`config.mk`:
```
export PLATFORM = sky130hd
export DESIGN_NAME = hyperbus_delay_ctrl
export DESIGN_NICKNAME = d
export VERILOG_FILES = /design/src/rtl/hyperbus_pkg.sv /design/src/rtl/hyperbus_delay_ctrl_cnt.sv /design/src/rtl/hyperbus_delay_ctrl.sv
export SDC_FILE = /design/constraint.sdc
export NUM_CORES = 1
export LEC_CHECK = 0
export ABC_AREA = 1
export CORE_ASPECT_RATIO = 1.4
export CORE_MARGIN = 1
export CORE_UTILIZATION = 39
export DETAILED_ROUTE_END_ITERATION = 10
export HOLD_SLACK_MARGIN = 0.05
export PLACE_DENSITY = 0.68
export SLEW_MARGIN = 10
export SYNTH_ARGS = -nofsm -noshare
export SYNTH_HDL_FRONTEND = slang
export SYNTH_SLANG_ARGS = --single-unit
```
`constraint.sdc`:
```
create_clock -name clk_i -period 5.4 [get_ports clk_i]
set_clock_uncertainty 0.2 [all_clocks]
set_input_delay 0.54 -clock clk_i [delete_from_list [all_inputs] [get_ports clk_i]]
set_output_delay 0.54 -clock clk_i [all_outputs]
set_load 0.05 [all_outputs]
```
`src/rtl/hyperbus_pkg.sv`:
```
// Shared definitions for the HyperBus delay-line controller: FSM state
// encoding, timer width and the tap-width helper.
package hyperbus_pkg;

  typedef enum logic [2:0] {
    ST_IDLE,
    ST_WAIT_IDLE,
    ST_GATE_OFF,
    ST_UPDATE,
    ST_GATE_ON,
    ST_SAMPLE,
    ST_FINISH
  } state_e;

  // Width of the settle/sample timer; comfortably covers any dwell count.
  localparam int CNT_W = 16;

  // Number of select bits needed to address num_taps delay-line taps.
  function automatic int tap_width(input int num_taps);
    return (num_taps > 1) ? $clog2(num_taps) : 1;
  endfunction

endpackage

```
`src/rtl/hyperbus_delay_ctrl_cnt.sv`:
```
// Loadable down-counter with a zero flag. Shared by the settle timer
// (gate off / gate on) and the training dwell timer.
module hyperbus_delay_ctrl_cnt
  import hyperbus_pkg::*;
#(
  parameter int WIDTH = CNT_W
) (
  input  logic             clk_i,
  input  logic             rst_i,
  input  logic             load_i,
  input  logic [WIDTH-1:0] load_val_i,
  input  logic             dec_i,
  output logic             zero_o
);

  logic [WIDTH-1:0] cnt_q;

  // Load has priority; decrement stops at zero so the flag stays asserted.
  always_ff @(posedge clk_i or posedge rst_i) begin
    // NOTE: clocked state uses non-blocking assignments only, so every flop
    // samples pre-edge values regardless of statement order.
    if (rst_i) begin
      cnt_q <= '0;
    end else if (load_i) begin
      cnt_q <= load_val_i;
    end else if (dec_i && (cnt_q != '0)) begin
      cnt_q <= cnt_q - 1'b1;
    end
  end

  assign zero_o = (cnt_q == '0);

endmodule

```
`src/rtl/hyperbus_delay_ctrl.sv`:
```
// HyperBus delay-line tap controller. Every tap change is wrapped in a gated
// sequence (wait for idle bus, gate off, settle, switch tap, settle, gate on)
// so the delay mux select never moves while the strobe path is enabled.
// A training sweep visits every tap, records a pass mask and settles on the
// centre of the passing window.
module hyperbus_delay_ctrl
  import hyperbus_pkg::*;
#(
  parameter int NUM_TAPS      = 4,
  parameter int SETTLE_CYCLES = 4,
  parameter int SAMPLE_CYCLES = 8,
  parameter int DEFAULT_TAP   = 0
) (
  input  logic        clk_i,
  input  logic        rst_i,
  input  logic        cfg_valid_i,
  input  logic [31:0] cfg_delay_i,
  output logic        cfg_ready_o,
  input  logic        train_start_i,
  input  logic        train_pass_i,
  input  logic        phy_idle_i,
  output logic        gate_en_o,
  output logic [31:0] delay_o,
  output logic        busy_o,
  output logic        train_done_o,
  output logic        train_ok_o
);

  localparam int                 TAP_W     = tap_width(NUM_TAPS);
  localparam logic [CNT_W-1:0]   SETTLE_LD = CNT_W'(SETTLE_CYCLES - 1);
  localparam logic [CNT_W-1:0]   SAMPLE_LD = CNT_W'(SAMPLE_CYCLES - 1);
  localparam logic [TAP_W-1:0]   LAST_TAP  = TAP_W'(NUM_TAPS - 1);
  localparam logic [TAP_W-1:0]   DEF_TAP   = TAP_W'(DEFAULT_TAP);

  state_e              state_q;
  logic [TAP_W-1:0]    delay_q;      // tap currently driven to the delay line
  logic [TAP_W-1:0]    target_q;     // tap to apply in the next UPDATE
  logic [TAP_W-1:0]    saved_q;      // tap in use when training started
  logic [TAP_W-1:0]    tap_idx_q;    // tap under test during the sweep
  logic [NUM_TAPS-1:0] mask_q;       // per-tap training result
  logic                training_q;   // sweep in progress
  logic                final_q;      // applying the post-training tap
  logic                gate_q;
  logic                done_q;
  logic                ok_q;

  logic                cnt_load;
  logic [CNT_W-1:0]    cnt_load_val;
  logic                cnt_dec;
  logic                cnt_zero;

  logic [TAP_W-1:0]    lo_tap;
  logic [TAP_W-1:0]    hi_tap;
  logic [TAP_W:0]      tap_sum;
  logic                any_pass_d;
  logic [TAP_W-1:0]    best_tap_d;

  // Only the tap-select bits of the request are meaningful.
  logic unused_cfg_bits;
  assign unused_cfg_bits = ^cfg_delay_i[31:TAP_W];

  hyperbus_delay_ctrl_cnt #(
    .WIDTH (CNT_W)
  ) u_timer (
    .clk_i      (clk_i),
    .rst_i      (rst_i),
    .load_i     (cnt_load),
    .load_val_i (cnt_load_val),
    .dec_i      (cnt_dec),
    .zero_o     (cnt_zero)
  );

  // Centre of the passing window, or the pre-training tap if nothing passed.
  always_comb begin
    // NOTE: every always_comb output gets a default before any branch, so no
    // path can leave it unassigned and infer a latch.
    lo_tap     = '0;
    hi_tap     = '0;
    any_pass_d = 1'b0;
    for (int i = 0; i < NUM_TAPS; i++) begin
      if (mask_q[i]) begin
        if (!any_pass_d) lo_tap = TAP_W'(i);
        hi_tap     = TAP_W'(i);
        any_pass_d = 1'b1;
      end
    end
    tap_sum    = {1'b0, lo_tap} + {1'b0, hi_tap};
    best_tap_d = any_pass_d ? tap_sum[TAP_W:1] : saved_q;
  end

  // Timer control: load on entry to each timed state, count down inside it.
  always_comb begin
    cnt_load     = 1'b0;
    cnt_load_val = SETTLE_LD;
    cnt_dec      = 1'b0;
    case (state_q)
      ST_WAIT_IDLE: cnt_load = phy_idle_i;
      ST_UPDATE:    cnt_load = 1'b1;
      ST_GATE_ON: begin
        if (cnt_zero && training_q && !final_q) begin
          cnt_load     = 1'b1;
          cnt_load_val = SAMPLE_LD;
        end else begin
          cnt_dec = !cnt_zero;
        end
      end
      ST_GATE_OFF,
      ST_SAMPLE:    cnt_dec = !cnt_zero;
      default:      ;
    endcase
  end

  // Main sequencer with registered gate/tap/result outputs.
  always_ff @(posedge clk_i or posedge rst_i) begin
    if (rst_i) begin
      state_q    <= ST_IDLE;
      delay_q    <= DEF_TAP;
      target_q   <= DEF_TAP;
      saved_q    <= DEF_TAP;
      tap_idx_q  <= '0;
      // NOTE: the pass mask is a handful of flops, not a RAM, so it is
      // cleared by reset like any other control state.
      mask_q     <= '0;
      training_q <= 1'b0;
      final_q    <= 1'b0;
      gate_q     <= 1'b1;
      done_q     <= 1'b0;
      ok_q       <= 1'b0;
    end else begin
      done_q <= 1'b0;
      case (state_q)
        ST_IDLE: begin
          // Training wins over a simultaneous request, which stays pending.
          if (train_start_i) begin
            training_q <= 1'b1;
            final_q    <= 1'b0;
            tap_idx_q  <= '0;
            target_q   <= '0;
            saved_q    <= delay_q;
            mask_q     <= '0;
            state_q    <= ST_WAIT_IDLE;
          end else if (cfg_valid_i) begin
            training_q <= 1'b0;
            final_q    <= 1'b0;
            target_q   <= cfg_delay_i[TAP_W-1:0];
            state_q    <= ST_WAIT_IDLE;
          end
        end
        ST_WAIT_IDLE: begin
          if (phy_idle_i) begin
            gate_q  <= 1'b0;
            state_q <= ST_GATE_OFF;
          end
        end
        ST_GATE_OFF: begin
          if (cnt_zero) begin
            delay_q <= target_q;
            state_q <= ST_UPDATE;
          end
        end
        ST_UPDATE: state_q <= ST_GATE_ON;
        ST_GATE_ON: begin
          if (cnt_zero) begin
            gate_q <= 1'b1;
            if (training_q && !final_q) begin
              state_q <= ST_SAMPLE;
            end else begin
              done_q     <= final_q;
              training_q <= 1'b0;
              final_q    <= 1'b0;
              state_q    <= ST_IDLE;
            end
          end
        end
        ST_SAMPLE: begin
          if (cnt_zero) begin
            mask_q[tap_idx_q] <= train_pass_i;
            if (tap_idx_q == LAST_TAP) begin
              state_q <= ST_FINISH;
            end else begin
              tap_idx_q <= tap_idx_q + 1'b1;
              target_q  <= tap_idx_q + 1'b1;
              state_q   <= ST_WAIT_IDLE;
            end
          end
        end
        ST_FINISH: begin
          target_q <= best_tap_d;
          ok_q     <= any_pass_d;
          final_q  <= 1'b1;
          state_q  <= ST_WAIT_IDLE;
        end
        default: state_q <= ST_IDLE;
      endcase
    end
  end

  assign cfg_ready_o  = (state_q == ST_IDLE) && !train_start_i;
  assign busy_o       = (state_q != ST_IDLE);
  assign gate_en_o    = gate_q;
  assign delay_o      = {{(32 - TAP_W){1'b0}}, delay_q};
  assign train_done_o = done_q;
  assign train_ok_o   = ok_q;

endmodule

```
==> flow_metrics.env <==
export IMPL_initial_core_util_pct=40.8
export IMPL_antenna_found_initial=0
export IMPL_status="complete, no violations"
export IMPL_dp_hpwl_um=3840
export IMPL_ys_types=33
export IMPL_vias_per_cell=4.86
export IMPL_synth_commonest_cells="nand2_1, inv_1, nor2_1"
export IMPL_die_x_um=70.4
export IMPL_ctsHoldBuffers=0
export IMPL_dieHeight_um=97.7
export IMPL_drc=0
export IMPL_grt_pass1_wl_um=8940
export IMPL_synth_seq_cells=36
export IMPL_end_kind="output port"
export IMPL_placed_cell_area_um2=2630
export IMPL_critPathSlowestCell="clkdlybuf4s50_1"
export IMPL_slew_headroom_pct=66.0
export IMPL_cts_buffers_inserted=5
export IMPL_ios=75
export IMPL_syn_area_um2=2550
export IMPL_dr_pass1_iters=4
export IMPL_clk_latency_ns=0.29
export IMPL_antennaDiodeCount=0
export IMPL_vias=2182
export IMPL_register_area_um2=902
export IMPL_routedWlPerCell_um=11.3
export IMPL_cts_sinks=36
export IMPL_async_flop_share_pct=100
export IMPL_synth_area_leader_cell="dfrtp_1"
export IMPL_hp_class="register to register"
export IMPL_peakVddDrop_uv=408
export IMPL_synth_edf_count=0
export IMPL_dp_cells=441
export IMPL_core_area_um2=6250
export IMPL_postCtsResizedCells=0
export IMPL_setup_viol=0
export IMPL_synth_xor_area_share_pct=1.03
export IMPL_arrival_ns=2.04
export IMPL_critPathKind="register to output port"
export IMPL_hold_violations=0
export IMPL_drv_cap=0
export IMPL_detail_route_antenna_nets=0
export IMPL_whs_path_depth=2
export IMPL_setup_ws_ns=2.62
export IMPL_area_growth_pct=6.42
export IMPL_cts_tree="done"
export IMPL_final_cells=449
export IMPL_synth_fa_ha_area_share_pct=3.24
export IMPL_leakagePower_nw=1.49
export IMPL_fmax_mhz=360
export IMPL_io_buffers=14
export IMPL_grt_setup_unrepaired="no"
export IMPL_grt_overflow=0
export IMPL_dp_slack_ns=2.71
export IMPL_synth_top_family_by_area="simple AND/OR/NAND/NOR gates"
export IMPL_ys_warn_count=0
export IMPL_final_nets=420
export IMPL_final_util_pct=43.4
export IMPL_ys_top_cells_by_area="dfrtp_1, nand2_1, buf_4, inv_1, nor2_1"
export IMPL_post_cts_buffers=0
export IMPL_yosysMostFrequentCell="nand2_1"
export IMPL_h_tree_depth=2
export IMPL_ys_seq_area_share_pct=35.3
export IMPL_gp_congestion=0.861
export IMPL_avgSynthCellArea_um2=7.11
export IMPL_worstPathCellList="nor2_2 -> nand2_1 -> nor2_1 -> clkdlybuf4s50_1"
export IMPL_final_max_slew_viol_count=0
export IMPL_drt_iter0_markers=89
export IMPL_clk_pin_slew_worst_paths_ns=0.08
export IMPL_cts_root_buf="clkbuf_8"
export IMPL_fillCellCount=643
export IMPL_num_rows=34
export IMPL_worst_slew_pin_slew_ns=0.508
export IMPL_p_per_area_nw_per_um2=603
export IMPL_track_usage_pct=15.9
export IMPL_synth_compound_area_share_pct=6.23
export IMPL_total_power_mw=1.64
export IMPL_grt_pass1_vias=2092
export IMPL_r2r_cells=9
export IMPL_synthFlopType="dfrtp_1"
export IMPL_stdcell_area_um2=2720
export IMPL_crit_fanout=6
export IMPL_grt_max_degree=37
export IMPL_post_route_period_util_pct=51.5
export IMPL_required_ns=4.66
export IMPL_synthSimpleGateAreaFrac_pct=36.1
export IMPL_clockBufferDepth=2
export IMPL_setup_tns_ns=0
export IMPL_layout_min_cycle_time_ns=2.78
export IMPL_netlist_instances=359
export IMPL_cp_slowest_stage_delay_ns=0.81
export IMPL_drive_above_1_share_pct=11.1
export IMPL_cp_start_kind="register"
export IMPL_die_area_um2=6880
export IMPL_hold_ws_ns=0.275
export IMPL_post_synth_top_area_fraction_pct=34.3
export IMPL_wl_um=5080
export IMPL_multiInputGateArea_um2=1300
export IMPL_muxShareOfSynthArea_pct=0
## flip-flops by register name, indices dropped and copies added (netlist names), 2 cells and up
signal         flops
delay_q            2
mask_q             4
target_q           2
saved_q            2
state_q            3
u_timer.cnt_q     16
tap_idx_q          2
## report_power, final
part	internal (mW)	total (mW)	switching [mW]
clock	0.0900	0.195	0.105
sequential	0.366	0.465	0.0995
combinational	0.305	0.977	0.671
## cells by family after synthesis
logic type / after synthesis
fa+ha+maj: 6
compound gates: 29
flops: 36
xor+xnor: 3
other cells: 1
simple gates: 201
buf+inv: 83
## metal layers
layer	wire length [µm]	vias to the layer above	track usage, %
met5	0	-	0
met4	166	0	7.23
met3	201	15	2.80
met2	2540	54	28.6
met1	2170	1000	18.0
li1	-	1113	-
## worst paths after layout
check / start / to / slack [ns]
setup / recovery: state_q[0]$_DFFE_PP0P_ / cfg_ready_o / 2.62
hold / removal: training_q$_DFFE_PP0P_ / training_q$_DFFE_PP0P_ / 0.28
setup reg to reg: u_timer.cnt_q[0]$_DFFE_PP0P_ / mask_q[3]$_DFFE_PP0P_ / 3.30
hold reg to reg: training_q$_DFFE_PP0P_ / training_q$_DFFE_PP0P_ / 0.28
max in group asynchronous: rst_i / gate_en_o$_DFFE_PP1P_ / 4.20
min in group asynchronous: rst_i / u_timer.cnt_q[12]$_DFFE_PP0P_ / 0.45
## cell usage in the layout (no fill, tap or decap), types with 2 or more instances in the layout
cell | netlist | routed
nor2_1 | 38 | 38
xor2_1 | 2 | 2
nand4_1 | 19 | 19
inv_2 | 6 | 6
inv_1 | 41 | 41
clkbuf_8 | 0 | 5
o21ai_0 | 13 | 13
nor2_2 | 9 | 9
dfrtp_1 | 35 | 35
clkdlybuf4s50_1 | 0 | 14
clkinv_2 | 0 | 2
nor3_1 | 3 | 3
nor2_4 | 2 | 2
ha_1 | 5 | 5
a21oi_1 | 4 | 4
nand3_1 | 24 | 24
nand2_4 | 2 | 2
nand2_1 | 92 | 92
conb_1 | 1 | 30
o21ai_1 | 7 | 7
nand2_2 | 9 | 9
## critical path: cells and delay by family, from the launching register on
family,cells,cell delay [ns]
buffers and inverters,1,0.81
DFF,1,0.47
and+or+nand+nor,3,0.47
## layout make-up
class,instances,share of cell area (%)
flip-flops and latches,36,33.2
repair buffers,15,5.44
well taps,72,3.32
clock inverters,3,0.691
inverters,49,6.86
clock buffers,5,2.53
multi-input cells,269,48.0
No activity file was read; power rests on OpenSTA's default activity.
